### config.mk
export PLATFORM = sky130hd
export DESIGN_NAME = conv_sched_flat
export DESIGN_NICKNAME = d
export VERILOG_FILES = /design/src/rtl/conv_sched_pkg.sv /design/src/rtl/conv_sched_if.sv /design/src/rtl/sched_wdog.sv /design/src/rtl/conv_sched.sv /design/src/flat_wrapper.sv
export SDC_FILE = /design/constraint.sdc
export NUM_CORES = 1
export LEC_CHECK = 0
export CAP_MARGIN = 20
export CORE_MARGIN = 1.5
export CORE_UTILIZATION = 45
export CTS_CLUSTER_SIZE = 30
export DETAILED_ROUTE_END_ITERATION = 6
export MAX_ROUTING_LAYER = met4
export PLACE_DENSITY = 0.62
export SKIP_CTS_REPAIR_TIMING = 1
export SLEW_MARGIN = 10
export SYNTH_ARGS = -nofsm -noshare
export SYNTH_HDL_FRONTEND = slang
export SYNTH_SLANG_ARGS = --single-unit
### constraint.sdc
create_clock -name clk -period 3.52 [get_ports clk]
set_clock_uncertainty 0.1 [all_clocks]
set_input_delay 0.88 -clock clk [delete_from_list [all_inputs] [get_ports clk]]
set_output_delay 0.88 -clock clk [all_outputs]
set_load 0.02 [all_outputs]
### src/rtl/conv_sched_pkg.sv
// conv_sched shared types: one-hot state encoding, error codes
// and default guard/watchdog settings.
package conv_sched_pkg;

   localparam int GUARD_DEF   = 2;
   localparam int TIMEOUT_DEF = 4096;

   localparam int I_IDLE  = 0;
   localparam int I_LOAD  = 1;
   localparam int I_CONV  = 2;
   localparam int I_DRAIN = 3;
   localparam int I_WB    = 4;
   localparam int I_DONE  = 5;
   localparam int I_ERR   = 6;

   typedef enum logic [6:0] {
      S_IDLE  = 7'b000_0001,
      S_LOAD  = 7'b000_0010,
      S_CONV  = 7'b000_0100,
      S_DRAIN = 7'b000_1000,
      S_WB    = 7'b001_0000,
      S_DONE  = 7'b010_0000,
      S_ERR   = 7'b100_0000
   } state_t;

   typedef logic [1:0] ec_t;

   localparam ec_t EC_ABORT = 2'b00;
   localparam ec_t EC_LOAD  = 2'b01;
   localparam ec_t EC_CONV  = 2'b10;
   localparam ec_t EC_WB    = 2'b11;

endpackage

### src/rtl/conv_sched_if.sv
// conv_sched host, engine and DMA handshake bundle.
// master = scheduler side, slave = host/engine/DMA side.
interface conv_sched_if
   import conv_sched_pkg::*;
#(
   parameter int TILE_W = 8
);
   logic              start;
   logic              abort;
   logic [TILE_W-1:0] num_tiles;
   logic              busy;
   logic              job_done;
   logic              err;
   ec_t               err_code;
   logic [TILE_W-1:0] tile_idx;
   logic              ld_req;
   logic              ld_ack;
   logic              conv_en;
   logic              conv_done;
   logic              wb_req;
   logic              wb_ack;

   modport master (
      input  start, abort, num_tiles,
      input  ld_ack, conv_done, wb_ack,
      output busy, job_done, err, err_code,
      output tile_idx, ld_req, conv_en, wb_req
   );

   modport slave (
      output start, abort, num_tiles,
      output ld_ack, conv_done, wb_ack,
      input  busy, job_done, err, err_code,
      input  tile_idx, ld_req, conv_en, wb_req
   );

endinterface

### src/rtl/sched_wdog.sv
// Per-phase watchdog: counts enabled cycles since the last clear
// and flags the cycle in which the count reaches TIMEOUT-1.
module sched_wdog #(
   parameter int TO_W    = 16,
   parameter int TIMEOUT = 4096
) (
   input  logic clk,
   input  logic rstn,
   input  logic clr,
   input  logic en,
   output logic expired
);

   logic [TO_W-1:0] cnt;

   always_ff @(posedge clk or negedge rstn) begin
      if (!rstn) begin
         cnt <= '0;
      end else if (clr) begin
         cnt <= '0;
      end else if (en && !expired) begin
         cnt <= cnt + TO_W'(1);
      end
   end

   assign expired = en && (cnt == TO_W'(TIMEOUT - 1));

endmodule

### src/rtl/conv_sched.sv
// Job-level sequencer: per tile LOAD -> CONV -> DRAIN -> WB,
// with abort, per-phase watchdog and sticky error status.
module conv_sched
   import conv_sched_pkg::*;
#(
   parameter int TILE_W  = 8,
   parameter int TO_W    = 16,
   parameter int TIMEOUT = TIMEOUT_DEF,
   parameter int GUARD   = GUARD_DEF
) (
   input logic          clk,
   input logic          rstn,
   conv_sched_if.master bus
);

   localparam int GW = $clog2(GUARD + 2);

   state_t            state;
   state_t            state_n;
   ec_t               ec_n;
   ec_t               err_code_r;
   logic [TILE_W-1:0] num_lat;
   logic [TILE_W-1:0] tile_idx_r;
   logic [GW-1:0]     gcnt;
   logic              busy_r;
   logic              done_r;
   logic              err_r;
   logic              ld_r;
   logic              conv_r;
   logic              wb_r;
   logic              load_job;
   logic              idx_inc;
   logic              set_err;
   logic              wd_clr;
   logic              wd_en;
   logic              expired;
   logic              guard_ok;
   logic              last;

   assign guard_ok = gcnt >= GW'(GUARD);
   assign last     = tile_idx_r == num_lat - TILE_W'(1);
   assign wd_en    = state[I_LOAD] | state[I_CONV] | state[I_WB];
   assign wd_clr   = state_n != state;
   assign set_err  = state_n == S_ERR;

   sched_wdog #(
      .TO_W    (TO_W),
      .TIMEOUT (TIMEOUT)
   ) u_wdog (
      .clk     (clk),
      .rstn    (rstn),
      .clr     (wd_clr),
      .en      (wd_en),
      .expired (expired)
   );

   always_comb begin
      state_n  = state;
      ec_n     = EC_ABORT;
      load_job = 1'b0;
      idx_inc  = 1'b0;
      unique case (1'b1)
         state[I_IDLE]: begin
            if (bus.start) begin
               load_job = 1'b1;
               state_n  = (bus.num_tiles == '0) ? S_DONE : S_LOAD;
            end
         end
         state[I_LOAD]: begin
            if (bus.abort) begin
               state_n = S_ERR;
            end else if (bus.ld_ack) begin
               state_n = S_CONV;
            end else if (expired) begin
               state_n = S_ERR;
               ec_n    = EC_LOAD;
            end
         end
         state[I_CONV]: begin
            if (bus.abort) begin
               state_n = S_ERR;
            end else if (bus.conv_done && guard_ok) begin
               state_n = S_DRAIN;
            end else if (expired) begin
               state_n = S_ERR;
               ec_n    = EC_CONV;
            end
         end
         state[I_DRAIN]: begin
            state_n = bus.abort ? S_ERR : S_WB;
         end
         state[I_WB]: begin
            if (bus.abort) begin
               state_n = S_ERR;
            end else if (bus.wb_ack) begin
               if (last) begin
                  state_n = S_DONE;
               end else begin
                  idx_inc = 1'b1;
                  state_n = S_LOAD;
               end
            end else if (expired) begin
               state_n = S_ERR;
               ec_n    = EC_WB;
            end
         end
         state[I_DONE], state[I_ERR]: begin
            state_n = S_IDLE;
         end
         default: begin
            state_n = S_IDLE;
         end
      endcase
   end

   // Outputs are registered copies of the next-state decode.
   always_ff @(posedge clk or negedge rstn) begin
      if (!rstn) begin
         state      <= S_IDLE;
         busy_r     <= 1'b0;
         done_r     <= 1'b0;
         ld_r       <= 1'b0;
         conv_r     <= 1'b0;
         wb_r       <= 1'b0;
         err_r      <= 1'b0;
         err_code_r <= EC_ABORT;
         num_lat    <= '0;
         tile_idx_r <= '0;
      end else begin
         state  <= state_n;
         ld_r   <= state_n == S_LOAD;
         conv_r <= state_n == S_CONV;
         wb_r   <= state_n == S_WB;
         done_r <= state_n == S_DONE;
         busy_r <= state_n inside {S_LOAD, S_CONV, S_DRAIN, S_WB};
         if (load_job) begin
            num_lat    <= bus.num_tiles;
            tile_idx_r <= '0;
            err_r      <= 1'b0;
            err_code_r <= EC_ABORT;
         end else if (idx_inc) begin
            tile_idx_r <= tile_idx_r + TILE_W'(1);
         end
         if (set_err) begin
            err_r      <= 1'b1;
            err_code_r <= ec_n;
         end
      end
   end

   // The engine's done flag from the previous tile lingers, so
   // conv_done is only trusted GUARD cycles into each CONV phase.
   always_ff @(posedge clk or negedge rstn) begin
      if (!rstn) begin
         gcnt <= '0;
      end else if (wd_clr) begin
         gcnt <= '0;
      end else if (state[I_CONV] && !guard_ok) begin
         gcnt <= gcnt + GW'(1);
      end
   end

   assign bus.busy     = busy_r;
   assign bus.job_done = done_r;
   assign bus.err      = err_r;
   assign bus.err_code = err_code_r;
   assign bus.tile_idx = tile_idx_r;
   assign bus.ld_req   = ld_r;
   assign bus.conv_en  = conv_r;
   assign bus.wb_req   = wb_r;

endmodule

### src/flat_wrapper.sv
// flat-port wrapper written by rule: the top's interface ports become plain ports
module conv_sched_flat import conv_sched_pkg::*;
#(
   parameter int TILE_W  = 8,
   parameter int TO_W    = 16,
   parameter int TIMEOUT = TIMEOUT_DEF,
   parameter int GUARD   = GUARD_DEF
)
  (clk, rstn, bus_start, bus_abort, bus_num_tiles, bus_ld_ack, bus_conv_done, bus_wb_ack, bus_busy, bus_job_done, bus_err, bus_err_code, bus_tile_idx, bus_ld_req, bus_conv_en, bus_wb_req);
  conv_sched_if #(.TILE_W(TILE_W)) bus_i ();
  input logic clk;
  input logic rstn;
  input wire logic [$bits(bus_i.start)-1:0] bus_start;
  input wire logic [$bits(bus_i.abort)-1:0] bus_abort;
  input wire logic [$bits(bus_i.num_tiles)-1:0] bus_num_tiles;
  input wire logic [$bits(bus_i.ld_ack)-1:0] bus_ld_ack;
  input wire logic [$bits(bus_i.conv_done)-1:0] bus_conv_done;
  input wire logic [$bits(bus_i.wb_ack)-1:0] bus_wb_ack;
  output wire logic [$bits(bus_i.busy)-1:0] bus_busy;
  output wire logic [$bits(bus_i.job_done)-1:0] bus_job_done;
  output wire logic [$bits(bus_i.err)-1:0] bus_err;
  output wire logic [$bits(bus_i.err_code)-1:0] bus_err_code;
  output wire logic [$bits(bus_i.tile_idx)-1:0] bus_tile_idx;
  output wire logic [$bits(bus_i.ld_req)-1:0] bus_ld_req;
  output wire logic [$bits(bus_i.conv_en)-1:0] bus_conv_en;
  output wire logic [$bits(bus_i.wb_req)-1:0] bus_wb_req;
  assign bus_i.start = bus_start;
  assign bus_i.abort = bus_abort;
  assign bus_i.num_tiles = bus_num_tiles;
  assign bus_i.ld_ack = bus_ld_ack;
  assign bus_i.conv_done = bus_conv_done;
  assign bus_i.wb_ack = bus_wb_ack;
  assign bus_busy = bus_i.busy;
  assign bus_job_done = bus_i.job_done;
  assign bus_err = bus_i.err;
  assign bus_err_code = bus_i.err_code;
  assign bus_tile_idx = bus_i.tile_idx;
  assign bus_ld_req = bus_i.ld_req;
  assign bus_conv_en = bus_i.conv_en;
  assign bus_wb_req = bus_i.wb_req;
  conv_sched #(.TILE_W(TILE_W), .TO_W(TO_W), .TIMEOUT(TIMEOUT), .GUARD(GUARD)) u_core (.clk(clk), .rstn(rstn), .bus(bus_i));
endmodule
==> results of run 1 <==
## flip-flops by register name, indices dropped and copies added, names as in the netlist
register,flops
u_core.u_wdog.cnt,16
u_core.bus.tile_idx,8
u_core.num_lat,8
u_core.state,7
u_core.bus.err_code,2
u_core.gcnt,2
u_core.bus.busy,1
u_core.bus.conv_en,1
u_core.bus.err,1
u_core.bus.job_done,1
u_core.bus.ld_req,1
u_core.bus.wb_req,1
## layer usage
layer | up-vias | track usage (%) | share of wire (%)
li1 | 1187 | - | -
met1 | 1151 | 29.9 | 50
met2 | 46 | 31.6 | 45
met3 | 9 | 3.64 | 4.2
met4 | 0 | 6.45 | 1.6
met5 | - | - | 0
## power groups by stage
stage / Sequential, mW / Clock (mW) / Combinational, mW
finish: 0.783 / 0.333 / 0.806
global route: 0.803 / 0.367 / 0.893
CTS: 0.783 / 0.338 / 0.806
detailed placement: 0.791 / 0 / 0.797
global placement: 0.792 / 0 / 0.790
floorplan: 0.777 / 0 / 0.589
## placed cells by master (no fill, tap or decap), types with 2 or more instances in the layout
| cell | synthesis | layout |
|---|---|---|
| sky130_fd_sc_hd__clkbuf_1 | 4 | 2 |
| sky130_fd_sc_hd__nor3_2 | 10 | 10 |
| sky130_fd_sc_hd__o21ai_0 | 7 | 7 |
| sky130_fd_sc_hd__o21bai_1 | 2 | 2 |
| sky130_fd_sc_hd__nand4_1 | 7 | 7 |
| sky130_fd_sc_hd__nand3_1 | 6 | 6 |
| sky130_fd_sc_hd__xor2_1 | 13 | 13 |
| sky130_fd_sc_hd__nor3_1 | 21 | 21 |
| sky130_fd_sc_hd__o21ai_1 | 3 | 3 |
| sky130_fd_sc_hd__clkdlybuf4s50_1 | 0 | 29 |
| sky130_fd_sc_hd__clkbuf_8 | 0 | 5 |
| sky130_fd_sc_hd__a211oi_1 | 3 | 3 |
| sky130_fd_sc_hd__dfrtp_1 | 48 | 48 |
| sky130_fd_sc_hd__ha_1 | 4 | 4 |
| sky130_fd_sc_hd__inv_1 | 12 | 12 |
| sky130_fd_sc_hd__nand2_2 | 2 | 2 |
| sky130_fd_sc_hd__and2_1 | 4 | 4 |
| sky130_fd_sc_hd__buf_4 | 1 | 9 |
| sky130_fd_sc_hd__nor2b_1 | 3 | 3 |
| sky130_fd_sc_hd__nor4_1 | 4 | 4 |
| sky130_fd_sc_hd__nand2_1 | 40 | 40 |
| sky130_fd_sc_hd__a31oi_1 | 3 | 3 |
| sky130_fd_sc_hd__o211ai_2 | 2 | 2 |
| sky130_fd_sc_hd__mux2i_1 | 3 | 3 |
| sky130_fd_sc_hd__nor4_4 | 2 | 2 |
| sky130_fd_sc_hd__xnor2_1 | 18 | 18 |
| sky130_fd_sc_hd__or3_1 | 3 | 3 |
| sky130_fd_sc_hd__nand2b_1 | 4 | 4 |
| sky130_fd_sc_hd__and3_1 | 4 | 4 |
| sky130_fd_sc_hd__a21oi_1 | 7 | 7 |
| sky130_fd_sc_hd__or4_1 | 5 | 5 |
| sky130_fd_sc_hd__a2111oi_2 | 3 | 3 |
| sky130_fd_sc_hd__a31o_2 | 2 | 2 |
| sky130_fd_sc_hd__nor2_1 | 19 | 19 |
| sky130_fd_sc_hd__a21o_1 | 2 | 2 |
| sky130_fd_sc_hd__nand4b_1 | 2 | 2 |
| sky130_fd_sc_hd__buf_12 | 0 | 2 |
## cell type report
type                    instances  share of cell area (%)
multi-input cells             237                    47.1
flip-flops and latches         49                    35.0
repair buffers                 41                    11.5
well taps                      77                    2.75
clock buffers                   7                    2.18
inverters                      12                    1.29
clock inverters                 1                   0.214
## how the worst max path moves through the flow
stage	start	to	slack (ns)	cells after the start
floorplan	bus_abort	u_core.gcnt[0]$_DFFE_PN0P_	0.64	9
global placement	bus_wb_ack	u_core.gcnt[1]$_DFFE_PN0P_	0.12	9
detailed placement	bus_num_tiles[5]	u_core.bus.conv_en$_DFF_PN0_	0.07	8
CTS	u_core.num_lat[0]$_DFFE_PN0P_	u_core.u_wdog.cnt[8]$_DFFE_PN0P_	0.19	9
global route	u_core.num_lat[0]$_DFFE_PN0P_	u_core.bus.err_code[0]$_DFFE_PN0P_	0.10	9
finish	bus_num_tiles[1]	u_core.bus.conv_en$_DFF_PN0_	0.38	8
## per-stage QoR
step                      power [mW]  utilization, %  setup WS (ns)  instances
final                           1.92            54.9          0.376        424
after global routing            2.06            54.9          0.104        424
after CTS                       1.93            54.6          0.186        423
after detailed placement        1.59            53.3         0.0685        415
after global placement          1.58            53.3          0.116        415
after floorplan                 1.37               -          0.643        308
## logic make-up (layout without fill, tap and decap cells)
group / after synthesis / after routing
and+or+nand+nor: 146 / 146
AOI/OAI and AO/OA: 51 / 51
DFF: 49 / 49
xor gates and xnor gates: 32 / 32
buffers and inverters: 22 / 61
adders and majority gates: 4 / 4
muxes: 4 / 4
==> summary.md, run 1 <==
| Metric | Value |
|---|---|
| Arrival time worst endpoint | `3.27 ns` |
| Required time of the worst setup path | `around 3.6 ns` |
| Post-detailed-placement cell area | `about 3400 sq um` |
| Final HPWL from detailed placement | `slightly below 5 mm` |
| ANT cells | `0` |
| Worst-case vdd ir drop | `around 0.0003 V` |
| Antenna Nets Post-Route | `0` |
| Number of DRC violations after detailed routing | `0` |
| Cell area after layout | `roughly 3500 sq um` |
| # nets final | `approximately 370` |
| Fraction of final layout cells with drive strength greater than 1 | `roughly 15%` |
| List of most frequent post-synthesis cells | `sky130_fd_sc_hd__dfrtp_1, sky130_fd_sc_hd__nand2_1, sky130_fd_sc_hd__nor3_1` |
| Initial antenna violation count | `0` |
| Remaining global-route overflow | `0` |
| Clock tree from TritonCTS | `built` |
| I/O Buffers | `30` |
| Final cycle utilization of the critical path | `approximately nine tenths` |
| Std-Cell Rows | `29` |
| Pin count of the biggest net entering global routing | `31` |
| Depth of the worst register-to-register path | `10` |
| Sort of element at the end of the critical path | `flip-flop` |
| Number of violations reported at the end of detailed-routing iteration 0 | `~120` |
| Final min period | `between 3 and 4 ns` |
| Adder and majority gate portion of the synthesized area | `about 1.7%` |
| CTS root buffer | `sky130_fd_sc_hd__clkbuf_8` |
| Switching share of total power | `roughly two fifths` |
| Via total after detailed routing | `between 2,000 and 2,500` |
| Starting density of the core | `a little under half` |
| Hold Fails Final Rpt | `0` |
| Final count of negative-setup-slack endpoints | `0` |
| Final-report max-slew violation count | `0` |
| Biggest area contributors in the synthesized netlist | `sky130_fd_sc_hd__dfrtp_1, sky130_fd_sc_hd__xnor2_1, sky130_fd_sc_hd__nand2_1` |
| Number of flops mapped to enable cells by yosys | `0` |
| Startpoint of the worst register-to-register path | `u_core.num_lat[0]$_DFFE_PN0P_` |
| Psw | `772 uW` |
| Max_cap viols | `0` |
| Worst hold-check slack | `between 0.3 and 0.4 ns` |
| Global routing usage summed across all routing layers | `21.3%` |
| CTS sink count | `slightly below 50` |
| Power share of the combinational group | `approximately two fifths` |
| Most prevalent standard cell on the critical path | `sky130_fd_sc_hd__or4_1` |
| Worst Max-Slew Pin Slew | `a little under 0.7 ns` |
| Total buffers and inverters traversed by the critical path | `1` |
| Status | `completed` |
| Simple-gate share of the synthesized area | `28.4%` |
| Largest family of logic cells by synthesized area | `simple AND/OR/NAND/NOR gates` |
| Worst hold stages | `1` |
| Share of power burned in the clock network | `~17%` |
| Buffers from clock root to sink, at most | `2` |
| Remaining max-slew budget at the tightest pin | `a little over half` |
| Largest fanout on the critical path | `5` |
| Class of the tightest hold or removal check | `flip-flop to flip-flop` |
| RSZ-0062 raised after global routing | `no` |
| Routability cong. | `0.925` |
| Count of H-tree levels built during CTS | `2` |
| Post-synthesis instance area | `around 3000 sq um` |
| End point of the worst hold path | `u_core.bus.err$_DFFE_PN0P_` |
| Total length of routed wires | `just under 7 mm` |
| First-pass iteration count of the detailed router | `4` |
| Global-route wire length before repair | `~12 mm` |
| Count leader, synth | `sky130_fd_sc_hd__dfrtp_1` |
| Mux contribution to synthesized area | `1.38%` |
| Die area | `7140 sq um` |
| Ordered list of cells on the worst path | `clkdlybuf4s50_1 -> or4_1 -> o21ai_1 -> o211ai_2 -> a31oi_2 -> nand2_2 -> or4_1 -> nor3_1` |
| Clk Latency, worst-skew pair | `0.31 ns` |
| Horizontal die dimension | `84.5 um` |
| Startpoint type of the worst setup path | `primary input` |
| Clock transition time at the flip-flop clock pins of the worst setup and hold paths | `0.09 ns` |
| Slowest cell on the critical path | `sky130_fd_sc_hd__or4_1` |
| Gate Count Post-Synth | `~310` |
| Reg-to-reg setup timing slack | `about 0.42 ns` |
| Ratio of routed vias to standard cells | `roughly 5.6` |
| Cell area power density | `548 nW/um^2` |
| Crit-path leading delay family | `simple AND/OR/NAND/NOR gates` |
| Primary flip-flop cell chosen by synthesis mapping | `sky130_fd_sc_hd__dfrtp_1` |
| FF/Latch Area | `1230 sq um` |
| Sequential area share after synthesis | `around two fifths` |
| Area fraction in compound gates after synthesis | `13.7%` |
| Mapped Avg Cell Area | `between 9 and 10 sq um` |
| Internal Pwr Total | `between 1 and 1.5 mW` |
| Beginning of the worst hold path | `u_core.bus.err$_DFFE_PN0P_` |
| Number of top-level design ports | `31` |
| Net count after synthesis | `~330` |
| Wire length per cell after detailed routing | `between 15 and 20 um` |
| Setup TNS | `0 ns` |
| Top cell type's share of synthesized area | `~40%` |
| Worst path max stage delay | `a little under 0.6 ns` |
| Area of the multi-input gates | `1650 sq um` |
| Post-synthesis to final-layout area growth | `17.2%` |
| Flops & latches, synth | `49` |
| Leakage Power | `approximately 1.4 nW` |
| Number of fill cells in the layout | `between 500 and 600` |
| CTS Buf Count | `5` |
| Height of the die | `between 80 and 90 um` |
| Asr flop ratio synth | `between 90% and 100%` |
| Vias in the first global route | `about 2,300` |
| Setup CP Type | `primary input to flip-flop` |
| Max frequency | `about 320 MHz` |
| End of the worst register-to-register path | `u_core.u_wdog.cnt[11]$_DFFE_PN0P_` |
| Sequential cell fraction of total power | `40.7%` |
| Warning count from the yosys run | `0` |
| Number of different library cells in the post-synthesis netlist | `68` |
| Core outline area | `about 6400 sq um` |
| Post-synthesis cell type with the largest combined area | `sky130_fd_sc_hd__dfrtp_1` |
| Post-synthesis share of cell area spent on xor and xnor gates | `roughly a tenth` |
Power figures use the tool's default switching activity.
==> run 2, diff against run 1 <==
ABC_AREA = 0   (was unset)
==> results of run 2 <==
Same layout as run 1: the final DEF is identical, and so are final timing and power.
==> run 3, diff against run 2 <==
GPL_TIMING_DRIVEN = 1   (was unset)
clock period = 3 ns   (was 3.52 ns; I/O delays follow)
==> run 3 against run 2 <==
- first-iteration DRC count increased by 44%
- wire length increased by 6.2%
- combinational power increased by 36%
- final area increased by 8.5%
- die area unchanged
- critical path depth unchanged
- final cell count increased by 6.6%
- critical path type unchanged
==> summary.md, run 3 (synthesized netlist as in run 1, its figures left out) <==
| Metric | Value |
|---|---|
| Fraction of final layout cells with drive strength greater than 1 | `23.2%` |
| Ratio of routed vias to standard cells | `between 5 and 6` |
| Number of flip-flops in the largest register | `16` |
| Buffers from clock root to sink, at most | `2` |
| Hold Fails Final Rpt | `0` |
| Starting density of the core | `a little under half` |
| Setup WS post-layout | `between 0.09 and 0.1 ns` |
| Final HPWL from detailed placement | `5.16 mm` |
| Most congested layer reported by global routing | `met2` |
| Global routing usage summed across all routing layers | `between 20% and 30%` |
| Max_cap viols | `0` |
| Beginning of the worst hold path | `u_core.bus.err$_DFFE_PN0P_` |
| CTS Buf Count | `5` |
| Max frequency | `approximately 340 MHz` |
| Most common cell after layout, fill and taps aside | `sky130_fd_sc_hd__dfrtp_1` |
| Number of fill cells in the layout | `559` |
| Class of the tightest hold or removal check | `flip-flop to flip-flop` |
| Horizontal die dimension | `84.5 um` |
| Most flops, register | `u_core.u_wdog.cnt` |
| Worst hold stages | `1` |
| Depth of the worst register-to-register path | `9` |
| Clk Latency, worst-skew pair | `between 0.3 and 0.4 ns` |
| WP depth | `8` |
| Status | `completed` |
| Commonest non-fill, non-tap cells in the layout | `sky130_fd_sc_hd__dfrtp_1, sky130_fd_sc_hd__nand2_1, sky130_fd_sc_hd__buf_4` |
| Global-route wire length before repair | `roughly 12 mm` |
| Worst Max-Slew Pin Slew | `0.629 ns` |
| CTS root buffer | `sky130_fd_sc_hd__clkbuf_8` |
| Largest fanout on the critical path | `4` |
| Ordered list of cells on the worst path | `clkdlybuf4s50_1 -> or4_1 -> o21ai_2 -> o211ai_2 -> a31oi_4 -> nand2_2 -> or4_1 -> a31oi_1` |
| Height of the die | `about 85 um` |
| Sort of element at the end of the critical path | `flip-flop` |
| Most prevalent standard cell on the critical path | `sky130_fd_sc_hd__or4_1` |
| Startpoint type of the worst setup path | `primary input` |
| First-pass iteration count of the detailed router | `4` |
| Wire length per cell after detailed routing | `between 15 and 20 um` |
| Utilization after layout | `59.6%` |
| Number of DRC violations after detailed routing | `0` |
| Number of violations reported at the end of detailed-routing iteration 0 | `about 170` |
| Final cycle utilization of the critical path | `between 90% and 100%` |
| Final-report max-slew violation count | `0` |
| I/O Buffers | `30` |
| Final count of negative-setup-slack endpoints | `0` |
| Startpoint of the worst register-to-register path | `u_core.u_wdog.cnt[0]$_DFFE_PN0P_` |
| Total buffers and inverters traversed by the critical path | `1` |
| CTS sink count | `slightly below 50` |
| Remaining max-slew budget at the tightest pin | `between 50% and 60%` |
| Post-synthesis to final-layout area growth | `27.2%` |
| Worst slack after detailed placement | `-0.272 ns` |
| Startpoint of the worst setup timing path | `bus_num_tiles[5]` |
| Number of top-level design ports | `31` |
| Vias in the first global route | `between 2,000 and 2,500` |
| Initial antenna violation count | `0` |
| Leakage Power | `1.56 nW` |
| Remaining global-route overflow | `0` |
| ANT cells | `0` |
| Routability cong. | `0.902` |
| Met2 layer usage reported by global route | `between 30% and 40%` |
| Arrival time worst endpoint | `3.04 ns` |
| Clock tree from TritonCTS | `built` |
| Clock transition time at the flip-flop clock pins of the worst setup and hold paths | `0.09 ns` |
| Worst-case vdd ir drop | `0.000448 V` |
| Routing usage on met1 | `29.2%` |
| Antenna Nets Post-Route | `0` |
| Die area | `7140 sq um` |
| Setup CP Type | `primary input to flip-flop` |
| Count of H-tree levels built during CTS | `2` |
| # nets final | `around 390` |
| Std-Cell Rows | `29` |
| Final min period | `a little under 3 ns` |
| Core outline area | `between 6000 and 7000 sq um` |
| Worst path max stage delay | `just under 0.6 ns` |
| Slowest cell on the critical path | `sky130_fd_sc_hd__or4_1` |
| Required time of the worst setup path | `roughly 3.1 ns` |
| Via total after detailed routing | `~2,500` |
| Crit-path leading delay family | `simple AND/OR/NAND/NOR gates` |
| Pin count of the biggest net entering global routing | `50` |
| Cell area power density | `around 660 nW/um^2` |
| Total length of routed wires | `7.19 mm` |
| Met3 track demand over resource in global routing | `3.44%` |
==> run 3: final cells by class <==
| cell class | instances | area, sq um | area share [%] |
|---|---|---|---|
| tap | 77 | 96.3 | 2.53 |
| clock inverter | 2 | 37.5 | 0.987 |
| sequential | 49 | 1230 | 32.3 |
| clock buffer | 6 | 82.6 | 2.17 |
| timing repair buffer | 69 | 613 | 16.1 |
| inverter | 12 | 45.0 | 1.18 |
| multi-input combinational | 237 | 1700 | 44.7 |
==> run 3: report_power, final <==
group / internal (mW) / switching [mW] / leakage (nW)
combinational: 0.509 / 0.591 / 0.839
sequential: 0.772 / 0.134 / 0.660
clock: 0.271 / 0.232 / 0.0574
total: 1.55 / 0.957 / 1.56
==> run 3: worst paths after layout <==
check / endpoint / slack (ns)
setup reg to reg: u_core.bus.busy$_DFF_PN0_ / 0.12
hold / removal: u_core.bus.err$_DFFE_PN0P_ / 0.38
setup / recovery: u_core.bus.busy$_DFF_PN0_ / 0.09
max in group asynchronous: u_core.u_wdog.cnt[12]$_DFFE_PN0P_ / 1.94
min in group asynchronous: u_core.bus.job_done$_DFF_PN0_ / 0.43
hold reg to reg: u_core.bus.err$_DFFE_PN0P_ / 0.38
==> run 3: worst register-to-register path, stage by stage, from the launching register on <==
cell	delay, ns
sky130_fd_sc_hd__dfrtp_1	0.40
sky130_fd_sc_hd__ha_1	0.19
sky130_fd_sc_hd__or4b_4	0.48
sky130_fd_sc_hd__nor4_4	0.33
sky130_fd_sc_hd__buf_4	0.20
sky130_fd_sc_hd__o211ai_2	0.12
sky130_fd_sc_hd__a31oi_4	0.19
sky130_fd_sc_hd__nand2_2	0.11
sky130_fd_sc_hd__or4_1	0.52
sky130_fd_sc_hd__a31oi_1	0.17
==> run 3: per-layer routing <==
metal / wire length [um] / vias to the layer above
met5: 0 / -
met1: 3460 / 1212
met4: 76 / 0
met3: 270 / 6
met2: 3380 / 49
li1: - / 1235
==> run 3: through the flow <==
stage,hold slack (ns),total power [mW],cells,setup TNS [ns],instance area [sq um]
after detailed placement,0.365,1.96,443,-4.49,3610
after global placement,0.361,1.96,443,-4.18,3610
after floorplan,0.354,1.60,308,0,2990
after global routing,0.411,2.66,452,-0.000934,3800
after CTS,0.388,2.48,451,-0.0597,3730
final,0.382,2.51,452,0,3800
